### config.mk
export PLATFORM = sky130hd
export DESIGN_NAME = coherence_bus_scheduler
export DESIGN_NICKNAME = d
export VERILOG_FILES = /design/src/rtl/coherence_bus_scheduler.sv
export SDC_FILE = /design/constraint.sdc
export NUM_CORES = 1
export LEC_CHECK = 0
export CORE_AREA = 2 2 53 55
export DETAILED_ROUTE_END_ITERATION = 10
export DIE_AREA = 0 0 55 57
export GPL_TIMING_DRIVEN = 1
export PLACE_DENSITY = 0.68
export REMOVE_ABC_BUFFERS = 1
export SETUP_SLACK_MARGIN = 0.5
export SLEW_MARGIN = 10
export SYNTH_ARGS = -nofsm -noshare
export SYNTH_HDL_FRONTEND = slang
export SYNTH_SLANG_ARGS = --single-unit
export TNS_END_PERCENT = 30
### constraint.sdc
create_clock -name clk -period 2.45 [get_ports clk]
set_input_delay 0.6125 -clock clk [delete_from_list [all_inputs] [get_ports clk]]
set_output_delay 0.6125 -clock clk [all_outputs]
set_load 0.05 [all_outputs]
### src/rtl/coherence_bus_scheduler.sv
// Round-robin owner sequencer for the shared snooping coherence bus.
// Each grant is held until the owner's done pulse or a hold-limit timeout, and is followed by a turnaround gap.
module coherence_bus_scheduler #(
    parameter int NumCaches  = 4,
    parameter int MaxHold    = 64,
    parameter int TurnCycles = 1
) (
    input  logic                         clk,
    input  logic                         rstN,
    input  logic [NumCaches-1:0]         req,
    input  logic [NumCaches-1:0]         done,
    output logic [NumCaches-1:0]         grant,
    output logic [$clog2(NumCaches)-1:0] ownerId,
    output logic                         busBusy,
    output logic                         timeoutErr,
    output logic [$clog2(NumCaches)-1:0] timeoutId
);

    localparam int IdW   = $clog2(NumCaches);
    localparam int HoldW = $clog2(MaxHold);

    localparam logic [HoldW-1:0]     HoldLast = HoldW'(MaxHold - 1);
    localparam logic [2:0]           TurnLast = 3'(TurnCycles - 1);
    localparam logic [IdW-1:0]       LastId   = IdW'(NumCaches - 1);
    localparam logic [NumCaches-1:0] OneBit   = NumCaches'(1);

    typedef enum logic [1:0] {
        IDLE = 2'd0,
        BUSY = 2'd1,
        TURN = 2'd2
    } state_t;

    state_t               r_state;
    logic [IdW-1:0]       r_ptr;
    logic [HoldW-1:0]     r_holdCnt;
    logic [2:0]           r_turnCnt;
    logic [NumCaches-1:0] r_grant;
    logic [IdW-1:0]       r_ownerId;
    logic                 r_busBusy;
    logic                 r_timeoutErr;
    logic [IdW-1:0]       r_timeoutId;

    logic                 w_found;
    logic [IdW-1:0]       w_winner;
    logic [IdW:0]         w_sum;
    logic [IdW-1:0]       w_cand;
    logic [IdW-1:0]       w_nextPtr;
    logic                 w_ownerDone;
    logic                 w_holdExpired;

    // Walk the requests backwards from ptr+N-1 down to ptr so the last hit,
    // which is the closest to ptr in rotating order, is the one that sticks.
    always_comb begin
        w_found  = 1'b0;
        w_winner = '0;
        w_sum    = '0;
        w_cand   = '0;
        for (int i = NumCaches - 1; i >= 0; i--) begin
            w_sum = {1'b0, r_ptr} + (IdW + 1)'(i);
            if (w_sum >= (IdW + 1)'(NumCaches)) begin
                w_cand = IdW'(w_sum - (IdW + 1)'(NumCaches));
            end else begin
                w_cand = IdW'(w_sum);
            end
            if (req[w_cand]) begin
                w_found  = 1'b1;
                w_winner = w_cand;
            end
        end
    end

    assign w_nextPtr     = (r_ownerId == LastId) ? '0 : r_ownerId + 1'b1;
    assign w_ownerDone   = done[r_ownerId];
    assign w_holdExpired = (r_holdCnt == HoldLast);

    // A done pulse on the threshold cycle wins over the timeout, so the error
    // pulse only fires for an owner that genuinely overstayed.
    always_ff @(posedge clk or negedge rstN) begin
        if (!rstN) begin
            r_state      <= IDLE;
            r_ptr        <= '0;
            r_holdCnt    <= '0;
            r_turnCnt    <= '0;
            r_grant      <= '0;
            r_ownerId    <= '0;
            r_busBusy    <= 1'b0;
            r_timeoutErr <= 1'b0;
            r_timeoutId  <= '0;
        end else begin
            r_timeoutErr <= 1'b0;
            case (r_state)
                IDLE: begin
                    if (w_found) begin
                        r_grant   <= OneBit << w_winner;
                        r_ownerId <= w_winner;
                        r_busBusy <= 1'b1;
                        r_holdCnt <= '0;
                        r_state   <= BUSY;
                    end
                end
                BUSY: begin
                    if (w_ownerDone || w_holdExpired) begin
                        r_grant   <= '0;
                        r_ownerId <= '0;
                        r_busBusy <= 1'b0;
                        r_ptr     <= w_nextPtr;
                        r_turnCnt <= '0;
                        r_state   <= TURN;
                        if (!w_ownerDone) begin
                            r_timeoutErr <= 1'b1;
                            r_timeoutId  <= r_ownerId;
                        end
                    end else begin
                        r_holdCnt <= r_holdCnt + 1'b1;
                    end
                end
                TURN: begin
                    if (r_turnCnt == TurnLast) begin
                        r_state <= IDLE;
                    end else begin
                        r_turnCnt <= r_turnCnt + 1'b1;
                    end
                end
                default: begin
                    r_state <= IDLE;
                end
            endcase
        end
    end

    assign grant      = r_grant;
    assign ownerId    = r_ownerId;
    assign busBusy    = r_busBusy;
    assign timeoutErr = r_timeoutErr;
    assign timeoutId  = r_timeoutId;

    // Structural invariants of the grant encoding.
    assert property (@(posedge clk) disable iff (!rstN) $onehot0(r_grant));
    assert property (@(posedge clk) disable iff (!rstN) r_busBusy == (r_grant != '0));
    assert property (@(posedge clk) disable iff (!rstN)
                     !r_busBusy || (r_grant == (OneBit << r_ownerId)));

endmodule
# Word level (Yosys, flattened, before mapping)
# Cells that the tools add are included.
[totals]
word_cells = 95
n_memories = 0
ram_bits = 0
reg_bits = 23
romBits = 0
output_inout_bits = 10
in_bits = 10
latch_bits = 0
[op_classes]
add_sub_neg = 10
order_cmp = 9
n_bitwise = 1
n_eq_ne = 9
n_shift = 1
n_reduce_logical = 11
n_mul = 0
div_mod_pow = 0
mux = 45
[ops]
columns = ["operator", "count"]
rows = [
  ["$mux W2", 14],
  ["$lt A2 B3 Y1 const B", 5],
  ["$reduce_and A3 Y1", 5],
  ["$mux W1", 14],
  ["$mux W6", 2],
  ["$pmux W6 S2", 1],
  ["$bmux W1 S2", 5],
  ["$ne A2 B2 Y1 const B", 5],
  ["$ge A3 B3 Y1 const B", 3],
  ["$mux W4", 2],
  ["$pmux W4 S2", 1],
  ["$sub A2 B1 Y2 const B", 4],
  ["$add A2 B2 Y3 const B", 2],
  ["$add A6 B1 Y6 const B", 1],
  ["$eq A6 B6 Y1 const B", 1],
  ["$mux W3", 2],
  ["$pmux W2 S3", 1],
  ["$pmux W3 S2", 1],
  ["$eq A2 B2 Y1 const B", 2],
  ["$pmux W2 S2", 1],
  ["$reduce_bool A2 Y1", 2],
  ["$shl A1 B2 Y4 const A", 1],
  ["$add A2 B1 Y3 const B", 1],
  ["$add A3 B1 Y3 const B", 1],
  ["other kinds (9)", 9],
]

# Depth between registers and ports, before layout
[depth]
depth_word = 12
depth_mapped = 6
mapped_depth_nobuf = 6

# Worst setup path before layout
# No wires, ideal clock.
[synth_path]
path_kind = "register -> register"
startpoint = "register r_ownerId[0], in the netlist ownerId[0]"
endpoint = "register r_holdCnt[5]"
setup_slack_ns = 0.263
t_required_ns = 2.372
path_stages_with_launch = 5
arrival_ns = 2.109
synth_period_minus_slack_ns = 2.187
n_path_buf = 0
setup_time_ns = 0.078
path_cell_list = "dfrtp_1 > mux4_2 > a211o_1 > or4_1 > a21oi_1"
[synth_between]
elab_chain_cells = 5
[synth_rtl]
columns = ["item", "line_no", "rtl"]
rows = [
  ["from (decl)", "38", "logic [IdW-1:0] r_ownerId;"],
  ["from (signal assigned)", "95", "r_ownerId <= w_winner;"],
  ["$bmux W1 S2", "73", "assign w_ownerDone = done[r_ownerId];"],
  ["$mux W1 (implied by the code)", "73", ""],
  ["$logic_or A1 B1 Y1", "102", "if (w_ownerDone || w_holdExpired) begin"],
  ["$ne A2 B2 Y1 (no line)", "--", ""],
  ["$reduce_and A3 Y1 (no line)", "--", ""],
  ["to (signal assigned)", "114", "r_holdCnt <= r_holdCnt + 1'b1;"],
  ["to (decl)", "35", "logic [HoldW-1:0] r_holdCnt;"],
]
# No other way between the ends. The select of a mux whose other input is x is not followed.
# A chain may end at the register's enable or synchronous reset.

# Worst setup path in the final report
[layout_path]
startpoint = "input port req[1]"
endpoint = "register r_grant[2], in the netlist grant[2]"
[layout_between]
elab_chain_cells = 9
word_cells_on_any_way = 21
cone_classes = "1 x eq/ne; 1 x shift; 18 x mux; 1 x reduce/logical"
[layout_rtl]
columns = ["item", "line_no", "rtl"]
rows = [
  ["from (decl)", "10", "input logic [NumCaches-1:0] req,"],
  ["$bmux W1 S2", "65", "if (req[w_cand]) begin"],
  ["$mux W1 (implied by the code)", "65", ""],
  ["$mux W2 (4 in series)", "65", ""],
  ["$shl A1 B2 Y4", "94", "r_grant <= OneBit << w_winner;"],
  ["$mux W4", "93", "if (w_found) begin"],
  ["$pmux W4 S2", "91", "case (r_state)"],
  ["to (signal assigned)", "94", ""],
  ["to (decl)", "37", "logic [NumCaches-1:0] r_grant;"],
]
# Several ways; a longest one is shown, not always the timed one. The select of a mux whose other input is x is not followed.

==> flow_metrics.py <==
metrics = {
    "clock_tree": {
        "clk_pin_slew_worst_paths_ns": 0.12,
        "numCtsBuffers": 3,
        "insertion_delay_ns": 0.30,
        "cts_tree": "built",
        "h-tree-depth": 1,
        "numClockSinks": 23,
        "clockRootBuffer": "clkbuf_4",
        "cts_max_path_buffers": 2,
    },
    "run": {
        "maxCapViolCount": 0,
    },
    "sta": {
        "hold_ws_ns": 0.508,
        "grt_setup_unrepaired": "true",
        "tns_ns": 0,
        "slew_headroom_pct": 66.2,
        "worst_pin_slew_ns": 0.506,
        "fmax_ghz": 0.487,
        "period_needed_ns": 2.05,
        "finClkSkew_ns": 0.00885,
        "drv_slew": 0,
        "hold_viol": 0,
        "min_period_over_period_pct": 83.8,
        "setup_viol": 0,
    },
    "final_layout": {
        "drive_gt1_share_pct": 16.2,
        "layout.nets": 151,
        "antenna_cells": 0,
        "area_delta_synth_final_pct": 31.8,
    },
    "synth": {
        "synth_mux_area_share_pct": 9.53,
        "synth_seq_cells": 23,
        "synthDistinctLibCells": 33,
        "synth_top_area_cell": "dfrtp_1",
        "synth_top_area_share_pct": 51.6,
        "synth_xor_area_share_pct": 0,
        "synth_cells": 103,
        "synth-simple-area-share_pct": 14.3,
        "yosysWarningCount": 0,
        "synth_adder_area_share_pct": 4.48,
        "yosysSeqAreaShare_pct": 51.6,
        "avgSynthCellArea_um2": 10.8,
        "yosys-top-cells-area": "dfrtp_1, nand2_1, ha_1",
        "syn_area_um2": 1120,
        "synth_top_family_by_area": "compound AO/OA/AOI/OAI gates",
        "synth_compound_area_share_pct": 18.0,
    },
    "power_and_ir_drop": {
        "p_leak_nw": 0.804,
        "vdd_ir_drop_max_mv": 0.775,
        "power_density_nw_per_um2": 1030,
    },
    "placement": {
        "port_buffers": 19,
        "place_congestion": 0.713,
        "hpwl_mm": 1.72,
    },
    "global_route": {
        "grt_overflow": 0,
        "antenna_found_initial": 0,
        "grt_usage_pct": 17.1,
        "grt_pass1_vias": 921,
        "grt_max_degree": 24,
        "grt_first_pass_wirelength_mm": 3.95,
    },
    "die": {
        "initial_core_util_pct": 42.7,
        "die_h_um": 57,
        "die_area_um2": 3140,
        "ios": 20,
        "die-width_um": 55,
        "core-area_um2": 2620,
        "row_count": 19,
    },
    "detailed_routing": {
        "ant_nets": 0,
        "vias": 946,
        "dr.pass1.iters": 4,
        "drt_wl_total_mm": 2.34,
        "via_per_inst": 5.66,
        "drc_errors": 0,
        "drtIter0Drc": 12,
        "wl_per_cell_um": 14.0,
    },
    "setup_path": {
        "critPathMaxFanout": 8,
        "worstSetupPathType": "in2reg",
        "cp-end-kind": "flip-flop",
        "required_ns": 2.65,
        "start_kind": "input port",
        "worstPathArrival_ns": 2.25,
    },
    "run_status": {
        "status": "finished, final reports clean",
    },
    "worst_hold_path": {
        "hold_class": "reg2reg",
    },
}
state kept, by name (all words and copies together), names as in the netlist:
name        flops
busBusy         1
r_turnCnt       3
timeoutErr      1
r_holdCnt       6
grant           4
ownerId         2
r_state         2
r_ptr           2
timeoutId       2
per-layer routing:
layer	up-vias	share of wire, %	global-route usage (%)
met3	2	3.3	4.71
met5	-	0	0
met4	0	0.43	3.48
met2	16	53	28.9
met1	476	43	21.5
li1	452	-	-
repair_timing:
item | CTS | global route
endpoints found under the setup margin | 19 | 20
pin swaps | 0 | 3
gates resized for setup | 5 | 11
hold buffers | 0 | 0
setup buffers | 0 | 3
final cells by class:
type                            count  area, um^2
Clock buffer                        4        26.3
Timing Repair Buffer               30         289
Multi-Input combinational cell     74         522
Inverter                            5        18.8
Tap cell                           31        38.8
Fill cell                         239        1140
Sequential cell                    23         577
kinds of logic after synthesis:
logic type	after synthesis
and+or+nand+nor	34
AOI/OAI and AO/OA	27
DFF	23
muxes	9
buffers and inverters	6
adders and majority gates	4
per-stage QoR:
step / area, um^2 / setup WS [ns] / util [%] / power [mW] / instances
final: 1470 / 0.397 / 56.3 / 1.52 / 167
after global routing: 1470 / 0.386 / 56.3 / 1.62 / 167
after CTS: 1420 / 0.346 / 54.4 / 1.50 / 164
after detailed placement: 1400 / 0.0323 / 53.6 / 1.34 / 160
after global placement: 1400 / 0.0865 / 53.6 / 1.32 / 160
after floorplan: 1110 / 0.263 / - / 1.07 / 102
synthesized netlist by cell type:
library cell and number:
a32o_1 4, and2_1 2, a211oi_1 1, nor2_1 5, o221ai_1 1, clkbuf_1 1
inv_1 5, a21o_1 1, o21ai_0 4, o22a_1 1, nand3_1 3, a211o_1 2
o21a_1 1, or3_1 1, o22ai_1 2, nand2b_1 2, a21oi_1 5, nand4_1 1
ha_1 4, mux2_2 3, o31ai_1 1, nor3_1 1, and3_1 1, nand2_1 15
o41ai_1 1, nor2b_1 1, mux2i_1 5, dfrtp_1 23, or4_1 2, a22o_2 1
mux4_2 1, a22o_1 1, o221a_2 1
worst max-delay path, stage by stage:
cell and delay (ns):
clkdlybuf4s50_1 0.46, or4_1 0.61, and2_1 0.29, a32o_1 0.27
placed cells by master (no fill, tap or decap), types with 2 or more instances in the layout:
master	instances
nor2_1	5
and2_1	2
a32o_1	4
buf_4	11
o22ai_1	2
or4_1	2
o21ai_0	4
mux2_2	3
a21oi_1	4
dlygate4sd2_1	5
nand2_1	15
clkdlybuf4s50_1	5
mux2i_1	5
clkbuf_4	3
dlymetal6s2s_1	9
a211o_1	2
dfrtp_1	22
nand3_1	3
ha_1	4
nand2b_1	2
inv_1	5
worst paths after layout:
| kind | slack [ns] | depth (start not counted) | endpoint | from |
|---|---|---|---|---|
| worst max-delay path | 0.40 | 4 | grant[2] | req[1] |
| worst min-delay path | 0.51 | 1 | r_holdCnt[3] | r_holdCnt[3] |
| worst max register to register | 0.49 | 4 | r_holdCnt[5] | ownerId[0] |
| worst min register to register | 0.51 | 1 | r_holdCnt[3] | r_holdCnt[3] |
| max in group asynchronous | 1.55 | 2 | ownerId[0] | rstN |
| min in group asynchronous | 0.64 | 2 | r_turnCnt[2] | rstN |
power by group:
| group | leakage (nW) | internal [mW] | total [mW] | switching, mW |
|---|---|---|---|---|
| clock | 0.0150 | 0.0635 | 0.169 | 0.106 |
| combinational | 0.485 | 0.309 | 0.762 | 0.453 |
| sequential | 0.304 | 0.481 | 0.585 | 0.104 |
| total | 0.804 | 0.854 | 1.52 | 0.663 |
Power figures use the tool's default switching activity.
